--- src/rtl/hazard_ctrl.sv ---
// Hazard and forwarding controller for the 5-stage core.
// Tracks in-flight destinations of EX/MEM/WB and derives forwards, load-use stalls and redirect flushes.
module hazard_ctrl #(
   parameter int         CNT_W     = 32,
   parameter logic [1:0] LOAD_WSEL = 2'b11
) (
   input  logic             clk,
   input  logic             rst,
   input  logic             id_valid,
   input  logic [4:0]       id_rs1,
   input  logic [4:0]       id_rs2,
   input  logic             id_rs1_used,
   input  logic             id_rs2_used,
   input  logic [4:0]       id_rd,
   input  logic             id_rf_we,
   input  logic [1:0]       id_rf_wsel,
   input  logic             ex_redirect,
   input  logic             hold,
   output logic [1:0]       fwd_a,
   output logic [1:0]       fwd_b,
   output logic             stall_pc,
   output logic             stall_ifid,
   output logic             flush_ifid,
   output logic             flush_idex,
   output logic [CNT_W-1:0] stall_cnt,
   output logic [CNT_W-1:0] flush_cnt
);

   typedef struct packed {
      logic       v;
      logic [4:0] rd;
      logic       we;
      logic       ld;
   } entry_t;

   entry_t ex_q, mem_q, wb_q;
   entry_t ex_d;
   logic   advance;
   logic   inc_stall, inc_flush;
   logic   use_a, use_b;
   logic   ex_a, ex_b, lu_a, lu_b, lu;

   function automatic logic writes(input entry_t e, input logic [4:0] r);
      return e.v & e.we & (e.rd == r) & (r != 5'd0);
   endfunction

   // A load in EX cannot forward yet; its operand is reported as RF and the stall covers it.
   function automatic logic [1:0] pick_src(input logic used, input logic lu_op, input logic [4:0] r);
      logic [1:0] src;
      src = 2'b00;
      if (used && !lu_op) begin
         if (writes(ex_q, r))
            src = 2'b01;
         else if (writes(mem_q, r))
            src = 2'b10;
         else if (writes(wb_q, r))
            src = 2'b11;
      end
      return src;
   endfunction

   always_comb begin
      use_a = id_valid & id_rs1_used;
      use_b = id_valid & id_rs2_used;
      ex_a  = use_a & writes(ex_q, id_rs1);
      ex_b  = use_b & writes(ex_q, id_rs2);
      lu_a  = ex_a & ex_q.ld;
      lu_b  = ex_b & ex_q.ld;
      lu    = lu_a | lu_b;
      fwd_a = pick_src(use_a, lu_a, id_rs1);
      fwd_b = pick_src(use_b, lu_b, id_rs2);
   end

   // Control priority is hold, then redirect, then load-use; the bubble replaces the ID entry.
   always_comb begin
      stall_pc   = 1'b0;
      stall_ifid = 1'b0;
      flush_ifid = 1'b0;
      flush_idex = 1'b0;
      advance    = 1'b1;
      inc_stall  = 1'b0;
      inc_flush  = 1'b0;
      ex_d.v     = id_valid;
      ex_d.rd    = id_rd;
      ex_d.we    = id_rf_we;
      ex_d.ld    = (id_rf_wsel == LOAD_WSEL);
      if (hold) begin
         stall_pc   = 1'b1;
         stall_ifid = 1'b1;
         advance    = 1'b0;
      end else if (ex_redirect) begin
         flush_ifid = 1'b1;
         flush_idex = 1'b1;
         inc_flush  = 1'b1;
         ex_d       = '0;
      end else if (lu) begin
         stall_pc   = 1'b1;
         stall_ifid = 1'b1;
         flush_idex = 1'b1;
         inc_stall  = 1'b1;
         ex_d       = '0;
      end
   end

   always_ff @(posedge clk) begin
      if (rst) begin
         ex_q      <= '0;
         mem_q     <= '0;
         wb_q      <= '0;
         stall_cnt <= '0;
         flush_cnt <= '0;
      end else if (advance) begin
         ex_q      <= ex_d;
         mem_q     <= ex_q;
         wb_q      <= mem_q;
         stall_cnt <= stall_cnt + CNT_W'(inc_stall);
         flush_cnt <= flush_cnt + CNT_W'(inc_flush);
      end
   end

endmodule

--- config.mk ---
export PLATFORM = sky130hd
export DESIGN_NAME = hazard_ctrl
export DESIGN_NICKNAME = d
export VERILOG_FILES = /design/src/rtl/hazard_ctrl.sv
export SDC_FILE = /design/constraint.sdc
export NUM_CORES = 1
export LEC_CHECK = 0
export BUFFER_PORTS_ARGS = -buffer_cell sky130_fd_sc_hd__clkbuf_2
export CORE_MARGIN = 4
export CORE_UTILIZATION = 54
export CTS_CLUSTER_SIZE = 20
export DETAILED_ROUTE_END_ITERATION = 8
export PLACE_DENSITY = 0.9
export SYNTH_ARGS = -nofsm -noshare
export SYNTH_HDL_FRONTEND = slang
export SYNTH_SLANG_ARGS = --single-unit
--- constraint.sdc ---
create_clock -name clk -period 4.58 [get_ports clk]
set_input_delay 1.145 -clock clk [delete_from_list [all_inputs] [get_ports clk]]
set_output_delay 1.145 -clock clk [all_outputs]
set_load 0.01 [all_outputs]
# Word-level counts from Yosys, hierarchy flattened
# Index checks and enable logic that the tools add are counted.
# totals
latchBits,0
mem_bits_ro,0
ramBits,0
out_inout_bits,72
mem_count,0
reg_bits,86
# classes
mul,0
div,0
order_cmp,0
add_sub_neg,2
n_reduce_logical,6
shift,0
eq_ne,7
n_bitwise,22
n_mux,18
# op_table
op,n
adder 32 x 1 -> 32 bit,2
equality test 5 bit,6
bitwise AND 1 bit,21
2-to-1 mux 2 bit,8
2-to-1 mux 8 bit,2
nonzero test 5 bit,2
2-to-1 mux 1 bit,8
"equality test 2 bit, second input constant",1
logical AND 1 bit,2
zero test 1 bit,2
bitwise OR 1 bit,1

# Logic depth before layout (Yosys ltp)
# Gate-level depths: netlist (run 1).
# logic_depth
depth_word,10
mapped_depth,13
depth_no_buf,12

# Worst setup path before layout (run 1)
# No wires, ideal clock.
# synth_path
path_kind,input to register
start,in id_rs1[4]
end,reg stall_cnt[31]
path_stages,11
arrival_time_ns,3.556
setup_ns,0.123
path_buffers,0
path_slack_ns,0.901
t_required_ns,4.457
cell_sequence,xor2_1 nor4_1 nor4bb_2 o21ai_4 nor3_1 ha_1 nand4b_1 nor3_2 nor3b_2 nand4_1 mux2_1
# synth_between
elab_chain_cells,10
elab_cells_between_ends,11
cone_classes,add/sub: 1; eq/ne: 1; mux: 3; bitwise: 5; reduce/logical: 1
# synth_rtl
element,line,source
from (decl),10,"input logic [4:0] id_rs1,"
equality test 5 bit,44,return e.v & e.we & (e.rd == r) & (r != 5'd0);
bitwise AND 1 bit,44,
bitwise AND 1 bit (*),44,
bitwise AND 1 bit (*),65,"ex_a = use_a & writes(ex_q, id_rs1);"
bitwise AND 1 bit (*),67,lu_a = ex_a & ex_q.ld;
bitwise OR 1 bit (*),69,lu = lu_a | lu_b;
2-to-1 mux 1 bit (*),96,end else if (lu) begin
2-to-1 mux 1 bit (*),91,end else if (ex_redirect) begin
2-to-1 mux 1 bit (*),87,if (hold) begin
adder 32 x 1 -> 32 bit (*),116,stall_cnt <= stall_cnt + CNT_W'(inc_stall);
to (signal assigned),116,
to (decl),25,"output logic [CNT_W-1:0] stall_cnt,"
# Every way passes the cells marked *; elsewhere a longest branch is shown, timed or not.
# A chain may end at the register's enable or synchronous reset.

# Worst setup path in the final report (run 1)
# layout_path
start,in id_rs1[4]
end,out stall_ifid
# layout_between
elab_chain_cells,9
elab_cells_between_ends,10
cone_classes,eq/ne: 1; mux: 3; bitwise: 5; reduce/logical: 1
# layout_rtl
element,line,source
equality test 5 bit,44,
bitwise AND 1 bit,44,
bitwise AND 1 bit (*),44,
bitwise AND 1 bit (*),65,
bitwise AND 1 bit (*),67,
bitwise OR 1 bit (*),69,
2-to-1 mux 1 bit (*),96,
2-to-1 mux 1 bit (*),91,
2-to-1 mux 1 bit (*),87,
to (decl),22,"output logic stall_ifid,"
# Marks and branches as above.

==> impl_metrics.yaml, run 1 <==
floorplan:
  die_w_um: 96.8
  coreArea_um2: 7690
  die_area_um2: 9380
  initial_utilization_pct: 55.4
  io_pins: 97
  fp-row-count: 32
  die-height_um: 96.8
clocking:
  cts_hold_buf: 0
  cts.repair.resized: 0
  cts_setup_buffers: 0
  cts_root_buf: "clkbuf_8"
  clkTransAtPathRegs_ns: 0.08
  cts_max_path_buffers: 2
  cts.sinks: 86
  clk_latency_ns: 0.35
  cts_buffers: 9
  cts_max_level: 3
  cts_tree: "yes"
yosys:
  synth_edf_count: 0
  ys_ff_latch: 86
  ys.flop_type: "dfxtp_1"
  synth_nets: 496
  synth.largest_area_cell: "dfxtp_1"
  ys_seq_area_share_pct: 40.4
  synth_warnings: 0
  synth_area_per_cell_um2: 9.15
  synth_cells: 466
  synth_top_area_share_pct: 40.4
  synth_cell_types: 52
  synth_area_um2: 4260
  async_reset_ff_share_pct: 0
  synth.area.top_cells: "dfxtp_1 40%, xnor2_1 9.7%, xor2_1 7.8%"
power_and_ir_drop:
  switchingPower_mw: 0.315
  irDropWorstVdd_mv: 0.231
  swShare_pct: 20.3
  clock_power_share_pct: 45.7
  seqPwrFrac_pct: 49.0
  p_int_mw: 1.23
  power.leakage_nw: 2.09
  power_frac_comb_pct: 5.3
  pwr_density_cell_nw_per_um2: 304
finish:
  diodes: 0
  utilization_pct: 66.4
  fill_cells: 641
  regArea_um2: 1720
  layout_common_cells: "96 x clkbuf_2, 86 x dfxtp_1, 84 x nor2_1, 47 x xnor2_1, 38 x xor2_1"
  area_growth_pct: 19.8
  multi_input_area_um2: 2460
  final_net_count: 589
  final_common_cell: "clkbuf_2"
  drive_gt1_share_pct: 23.6
setup_path:
  cpMostUsedCell: "clkbuf_2"
  path_cells: "clkbuf_2, xor2_1, nor4_1, nor4bb_2, o21ai_4, o21bai_1, clkbuf_2"
  crit_path_start_kind: "input pin"
  cp_slowest_cell: "nor4bb_2"
  critPathRequiredTime_ns: 3.43
  crit_path_max_incr_delay_ns: 0.43
  cp-end-kind: "output pin"
  cp_max_fo: 10
  crit_type: "input pin to output pin"
  crit_arrival_ns: 2.75
grt:
  grt_overflow: 0
  grt_max_degree: 58
  grt_usage_pct: 21.7
  grt_pass1_vias: 3522
  antenna_found_initial: 0
  grt_first_pass_wirelength_um: 17000
routing:
  wirelength_um: 10200
  final_antenna_net_count: 0
  route.detailed.drc: 0
  vias_per_cell: 5.56
  dr_total_vias: 3705
  drt_first_pass_iters: 6
  detail_route.iter0.violations: 187
  wl_per_cell_um: 15.3
timing:
  tightestPinTransition_ns: 1.18
  max_clock_freq_mhz: 256
  final-setup-viol-count: 0
  rsz0062_at_grt: "false"
  hold_violations: 0
  hold_slack_ns: 0.519
  setup_tns_ns: 0
  period_needed_ns: 3.90
  fin_crit_sh_pct: 85.1
  fin_skew_ns: 0.00910
  drv_slew: 0
  maxSlewHeadroom_pct: 20.8
flow_run:
  maxCapViolCount: 0
placed_design:
  gp_congestion: 0.944
  dp_hpwl_um: 7690
  port_buffers: 96
status:
  status: "complete, no violations"
hold_path:
  hold_path.class: "flop to flop"
[worst max-delay path: cells and delay by family]
kind | cells | cell delay (ns)
buffers and inverters | 2 | 0.33
and+or+nand+nor | 2 | 0.67
xor gates and xnor gates | 1 | 0.17
AOI/OAI and AO/OA | 2 | 0.44
[metrics by stage]
stage / setup WS [ns] / std cells / total power [mW] / instance area (um2)
2_1_floorplan: 0.901 / 466 / 0.827 / 4260
4_1_cts: 0.697 / 666 / 1.57 / 5100
6_report: 0.681 / 666 / 1.55 / 5100
3_5_place_dp: 0.460 / 650 / 0.859 / 4820
5_1_grt: 0.561 / 666 / 1.60 / 5100
3_3_place_gp: 0.592 / 650 / 0.857 / 4820
[logic make-up after synthesis]
| kind of cell | synth area share [%] |
|---|---|
| flip-flops | 40.4 |
| adder cells (fa/ha/maj) | 1.47 |
| XOR/XNOR | 17.5 |
| AND/OR/NAND/NOR | 29.5 |
| buffers and inverters | 1.97 |
| multiplexers | 4.49 |
| AO/OA/AOI/OAI | 4.73 |
[cells in the mapped netlist (2+ instances only)]
master,instances
buf_1,3
inv_1,2
dfxtp_1,86
a32o_1,7
or4_4,2
clkbuf_1,10
nor2b_1,4
xor2_1,38
o21ai_1,3
nor4_1,8
nor2_1,84
a21oi_1,7
and4_1,9
buf_2,4
o21ai_0,2
or3_1,4
xnor2_1,47
and2_1,5
nor3_1,10
and3b_1,2
nand2_1,25
nand4b_1,3
nand3_1,17
nor3_2,2
nor2_4,2
nand4_1,20
nor4b_1,3
ha_1,5
mux2i_1,18
nand4bb_1,2
and3_1,11
[power groups by stage]
stage               Clock, mW  Combinational (mW)  Sequential (mW)
global placement            0              0.0806            0.777
floorplan                   0              0.0516            0.775
CTS                     0.724              0.0821            0.759
finish                  0.708              0.0822            0.759
detailed placement          0              0.0817            0.777
global route            0.754              0.0890            0.760
[path summary, 6_finish.rpt]
path	slack (ns)	start	cells past startpoint	endpoint
setup / recovery	0.68	id_rs1[4]	7	stall_ifid
hold / removal	0.52	stall_cnt[5]	2	stall_cnt[5]
setup reg to reg	1.34	ex_q[5]	12	stall_cnt[20]
hold reg to reg	0.52	stall_cnt[5]	2	stall_cnt[5]
[layer usage]
layer,GRT usage (%),vias up,part of all wire (%)
met5,0,-,0
met4,6.91,0,1.6
met3,6.20,19,5.9
met2,37.5,119,50
met1,26.0,1763,43
li1,-,1804,-
[flip-flops by register name, summed over array words and instances (netlist names)]
register / count
flush_cnt: 32
mem_q: 7
stall_cnt: 32
wb_q: 7
ex_q: 8
[layout make-up]
cell class,instances,area share (%)
Tap cell,102,2.50
Clock buffer,11,2.97
Sequential cell,86,33.7
Timing Repair Buffer,100,10.0
Multi-Input combinational cell,360,48.1
Clock inverter,5,2.53
Inverter,2,0.147
Power figures use the tool's default switching activity.
==> inputs of run 2 (changes only) <==
--- a/config.mk
+++ b/config.mk
@@ -7,10 +7,10 @@
 export LEC_CHECK = 0
 export BUFFER_PORTS_ARGS = -buffer_cell sky130_fd_sc_hd__clkbuf_2
 export CORE_MARGIN = 4
-export CORE_UTILIZATION = 54
+export CORE_UTILIZATION = 27
 export CTS_CLUSTER_SIZE = 20
 export DETAILED_ROUTE_END_ITERATION = 8
-export PLACE_DENSITY = 0.9
+export PLACE_DENSITY = 0.56
 export SYNTH_ARGS = -nofsm -noshare
 export SYNTH_HDL_FRONTEND = slang
 export SYNTH_SLANG_ARGS = --single-unit
==> constraint.sdc (replaced) <==
create_clock -name clk -period 4.33 [get_ports clk]
set_input_delay 1.0825 -clock clk [delete_from_list [all_inputs] [get_ports clk]]
set_output_delay 1.0825 -clock clk [all_outputs]
set_load 0.01 [all_outputs]
==> run 2 against run 1 <==
Critical path depth increased by 2. Cell count increased by 17%. Core utilization decreased by 32 points. Register-to-register slack got worse by 0.24 ns. Clock skew decreased by 0.0011 ns. Sequential power increased by 6.1%. Clock power increased by 18%. Routed wire length increased by 11%. Largest power group is now clock. Sequential share of layout area decreased by 1.3 points.
==> impl_metrics.yaml, run 2 (same netlist as run 1, synthesis figures left out) <==
timing:
  max_clock_freq_mhz: 262
  final-setup-viol-count: 0
  setup_tns_ns: 0
  rsz0062_at_grt: "false"
  drv_slew: 0
  period_needed_ns: 3.82
  fin_skew_ns: 0.00799
  maxSlewHeadroom_pct: 36.7
  hold_violations: 0
  fin_crit_sh_pct: 88.3
  tightestPinTransition_ns: 0.950
floorplan:
  fp-row-count: 45
  initial_utilization_pct: 27.8
  coreArea_um2: 15300
  die-height_um: 134
  die_area_um2: 17900
  io_pins: 97
  die_w_um: 134
clocking:
  cts.sinks: 86
  cts.repair.resized: 0
  clkTransAtPathRegs_ns: 0.06
  cts_setup_buffers: 0
  cts_buffers: 9
  cts_max_path_buffers: 2
  cts_max_level: 3
  cts_hold_buf: 0
  cts_root_buf: "clkbuf_16"
  cts_tree: "yes"
  clk_latency_ns: 0.34
finish:
  final_net_count: 592
  layout_common_cells: "96 x clkbuf_2, 86 x dfxtp_1, 84 x nor2_1, 47 x xnor2_1, 38 x xor2_1"
  fill_cells: 1582
  diodes: 0
  top_regs: "flush_cnt (32), stall_cnt (32), ex_q (8)"
  final_common_cell: "clkbuf_2"
  multi_input_area_um2: 2460
  drive_gt1_share_pct: 23.9
  regArea_um2: 1720
  utilization_pct: 34.6
  area_growth_pct: 24.5
setup_path:
  crit_path_max_incr_delay_ns: 0.55
  critPathRequiredTime_ns: 3.25
  crit_path_start_kind: "input pin"
  crit_type: "input pin to output pin"
  cp-end-kind: "output pin"
  crit_family: "simple AND/OR/NAND/NOR gates"
  cp_max_fo: 9
  crit_arrival_ns: 2.74
  cp_slowest_cell: "or4_4"
  worst-path-buf-inv: 4
  path_cells: "clkbuf_2, or4_4, nor2_4, nor4b_1, buf_4, o21ai_4, buf_4, a21oi_1, clkbuf_2"
grt:
  grt_usage_pct: 12.8
  grt_overflow: 0
  grt_first_pass_wirelength_um: 18700
  grt_max_degree: 46
  antenna_found_initial: 0
  grt_pass1_vias: 3675
routing:
  wl_per_cell_um: 14.5
  detail_route.iter0.violations: 143
  vias_per_cell: 4.70
  wirelength_um: 11300
  final_antenna_net_count: 0
  dr_total_vias: 3650
  drt_first_pass_iters: 4
  route.detailed.drc: 0
status:
  status: "complete, no violations"
placed_design:
  gp_congestion: 0.859
  dp_hpwl_um: 8530
  port_buffers: 96
power_and_ir_drop:
  irDropWorstVdd_mv: 0.179
  power.leakage_nw: 2.13
  pwr_density_cell_nw_per_um2: 326
flow_run:
  maxCapViolCount: 0
hold_path:
  hold_path.class: "flop to flop"
run 2: worst min-delay path, cell delays in order (launching register included):
cell and delay [ns]:
dfxtp_1 0.32, o21ai_1 0.07, a21oi_1 0.06
run 2: stage by stage:
stage	power (mW)	hold WS, ns	instance area [um2]	instances	setup WS, ns
after floorplan	0.875	0.463	4260	466	0.714
after global placement	0.908	0.472	4980	762	0.417
after detailed placement	0.910	0.492	4980	762	0.250
after CTS	1.76	0.501	5310	777	0.502
after global routing	1.80	0.550	5310	777	0.272
final	1.73	0.497	5310	777	0.509
run 2: power breakdown:
group          internal (mW)  switching [mW]  total (mW)
Clock                  0.532           0.306       0.838
Sequential             0.797         0.00813       0.805
Combinational         0.0360          0.0504      0.0865
Total                   1.36           0.365        1.73
run 2: metal layers:
metal	up-vias	track usage, %	part of all wire, %
met5	-	0	0
met2	95	21.0	47
met1	1723	15.6	45
met3	15	4.83	6.9
li1	1817	-	-
met4	0	3.89	1.6
run 2: worst paths after layout:
kind / start / end / slack (ns) / cells after the start
worst max-delay path: id_rs2[2] / flush_idex / 0.51 / 9
worst min-delay path: flush_cnt[31] / flush_cnt[31] / 0.50 / 2
worst max register to register: ex_q[3] / stall_cnt[28] / 1.10 / 12
worst min register to register: flush_cnt[31] / flush_cnt[31] / 0.50 / 2
run 2: final cells by class:
type	count	area share (%)
well taps	211	4.98
inverters	2	0.142
repair buffers	103	10.0
clock inverters	4	1.32
flip-flops and latches	86	32.5
clock buffers	11	4.76
multi-input cells	360	46.3
==> inputs of run 3 (changes only) <==
--- a/config.mk
+++ b/config.mk
@@ -10,7 +10,7 @@
 export CORE_UTILIZATION = 27
 export CTS_CLUSTER_SIZE = 20
 export DETAILED_ROUTE_END_ITERATION = 8
-export PLACE_DENSITY = 0.56
+export PLACE_DENSITY = 0.57
 export SYNTH_ARGS = -nofsm -noshare
 export SYNTH_HDL_FRONTEND = slang
 export SYNTH_SLANG_ARGS = --single-unit
==> constraint.sdc (replaced) <==
create_clock -name clk -period 3.5 [get_ports clk]
set_input_delay 0.875 -clock clk [delete_from_list [all_inputs] [get_ports clk]]
set_output_delay 0.875 -clock clk [all_outputs]
set_load 0.01 [all_outputs]
==> run 3 against run 2 <==
Core utilization increased by 1.2 points. Sequential share of layout area decreased by 1.1 points. Critical path depth unchanged. Routed wire length up 2.3%. Cell count rose by 3.2%. Global-route usage rose by 0.34 points. Sequential power is 24% higher. Hold slack got worse by 0.0039 ns. Sequential cell count is the same. Register-to-register slack worse by 0.72 ns. Critical endpoint is now fwd_a[0]. Largest power group unchanged.
==> impl_metrics.yaml, run 3 (same netlist as run 1, synthesis figures left out) <==
timing:
  fin_skew_ns: 0.00700
  rsz0062_at_grt: "false"
  drv_slew: 0
  final-setup-viol-count: 0
  fin_crit_sh_pct: 95.8
  max_clock_freq_mhz: 298
  hold_violations: 0
  maxSlewHeadroom_pct: 49.5
  tightestPinTransition_ns: 0.755
  period_needed_ns: 3.35
finish:
  layout_common_cells: "96 x clkbuf_2, 86 x dfxtp_1, 84 x nor2_1, 47 x xnor2_1, 38 x xor2_1"
  utilization_pct: 35.9
  final_common_cell: "clkbuf_2"
  multi_input_area_um2: 2470
  drive_gt1_share_pct: 27.4
  regArea_um2: 1720
  fill_cells: 1608
  final_area_um2: 5490
  area_growth_pct: 28.9
  diodes: 0
  top_regs: "flush_cnt (32), stall_cnt (32), ex_q (8)"
  final_net_count: 616
clocking:
  cts.repair.resized: 0
  cts_tree: "yes"
  cts_hold_buf: 0
  cts_buffers: 9
  cts_setup_buffers: 0
  clk_latency_ns: 0.34
  cts_root_buf: "clkbuf_16"
  cts.sinks: 86
  cts_max_level: 3
  clkTransAtPathRegs_ns: 0.06
  cts_max_path_buffers: 2
hold_path:
  hold_path.class: "flop to flop"
setup_path:
  critPathRequiredTime_ns: 2.62
  crit_type: "input pin to output pin"
  crit_arrival_ns: 2.48
  crit_path_start_kind: "input pin"
  cp-end-kind: "output pin"
  cp_max_fo: 4
floorplan:
  coreArea_um2: 15300
  die_area_um2: 17900
  die_w_um: 134
  fp-row-count: 45
  die-height_um: 134
  io_pins: 97
  initial_utilization_pct: 27.8
status:
  status: "complete, no violations"
routing:
  detail_route.iter0.violations: 139
  dr_total_vias: 3771
  drt_first_pass_iters: 4
  route.detailed.drc: 0
  wirelength_um: 11600
  final_antenna_net_count: 0
  wl_per_cell_um: 14.4
  vias_per_cell: 4.70
grt:
  grt_max_degree: 39
  grt_pass1_vias: 3875
  grt_overflow: 0
  grt_first_pass_wirelength_um: 19100
  grt_usage_pct: 13.1
  antenna_found_initial: 0
placed_design:
  dpl_cell_area_um2: 5160
  gp_congestion: 0.826
  dp_hpwl_um: 8680
  port_buffers: 96
flow_run:
  maxCapViolCount: 0
power_and_ir_drop:
  irDropWorstVdd_mv: 0.263
  power.leakage_nw: 2.24
  pwr_density_cell_nw_per_um2: 390
## run 3: changes by cell type in the layout (fill, tap and decap cells not counted), sizes merged
cell | before | now
clkinvlp | 0 | 1
clkinv | 2 | 3
buf | 7 | 31
clkbuf | 107 | 106
## run 3: path summary, 6_finish.rpt
path / startpoint / endpoint / slack, ns / depth (start not counted)
max: id_rs1[4] / fwd_a[0] / 0.15 / 9
min: flush_cnt[31] / flush_cnt[31] / 0.49 / 2
max reg2reg: ex_q[6] / stall_cnt[31] / 0.38 / 12
min reg2reg: flush_cnt[31] / flush_cnt[31] / 0.49 / 2
## run 3: through the flow
| stage | worst slack, ns | hold WS (ns) | setup TNS [ns] | total power [mW] | cells |
|---|---|---|---|---|---|
| after floorplan | 0.0911 | 0.463 | 0 | 1.08 | 466 |
| after global placement | -0.193 | 0.476 | -1.17 | 1.14 | 786 |
| after detailed placement | -0.207 | 0.486 | -1.87 | 1.14 | 786 |
| after CTS | 0.0861 | 0.498 | 0 | 2.17 | 802 |
| after global routing | 0.00961 | 0.544 | 0 | 2.23 | 802 |
| final | 0.148 | 0.493 | 0 | 2.14 | 802 |
## run 3: layout make-up
class	instances	share of cell area, %
inverters	2	0.137
repair buffers	127	13.0
multi-input cells	360	45.0
clock inverters	6	1.57
flip-flops and latches	86	31.3
well taps	211	4.81
clock buffers	10	4.17
## run 3: layer usage
| layer | GRT usage, % | part of all wire, % |
|---|---|---|
| met3 | 5.29 | 5.9 |
| met2 | 22.3 | 48 |
| met1 | 15.5 | 45 |
| met4 | 3.09 | 1.1 |
| met5 | 0 | 0 |
## run 3: worst max-delay path, stage by stage
cell and delay, ns:
clkbuf_2 0.10, buf_4 0.15, or4_4 0.43, nor2_4 0.11
buf_4 0.13, and3b_4 0.22, nor4b_2 0.24, a21o_1 0.11
clkbuf_2 0.12
## run 3: power breakdown
part	total (mW)	internal, mW	switching [mW]	leakage (nW)
combinational	0.124	0.0583	0.0657	1.39
clock	1.02	0.624	0.396	0.152
sequential	0.996	0.986	0.0104	0.694
total	2.14	1.67	0.472	2.24
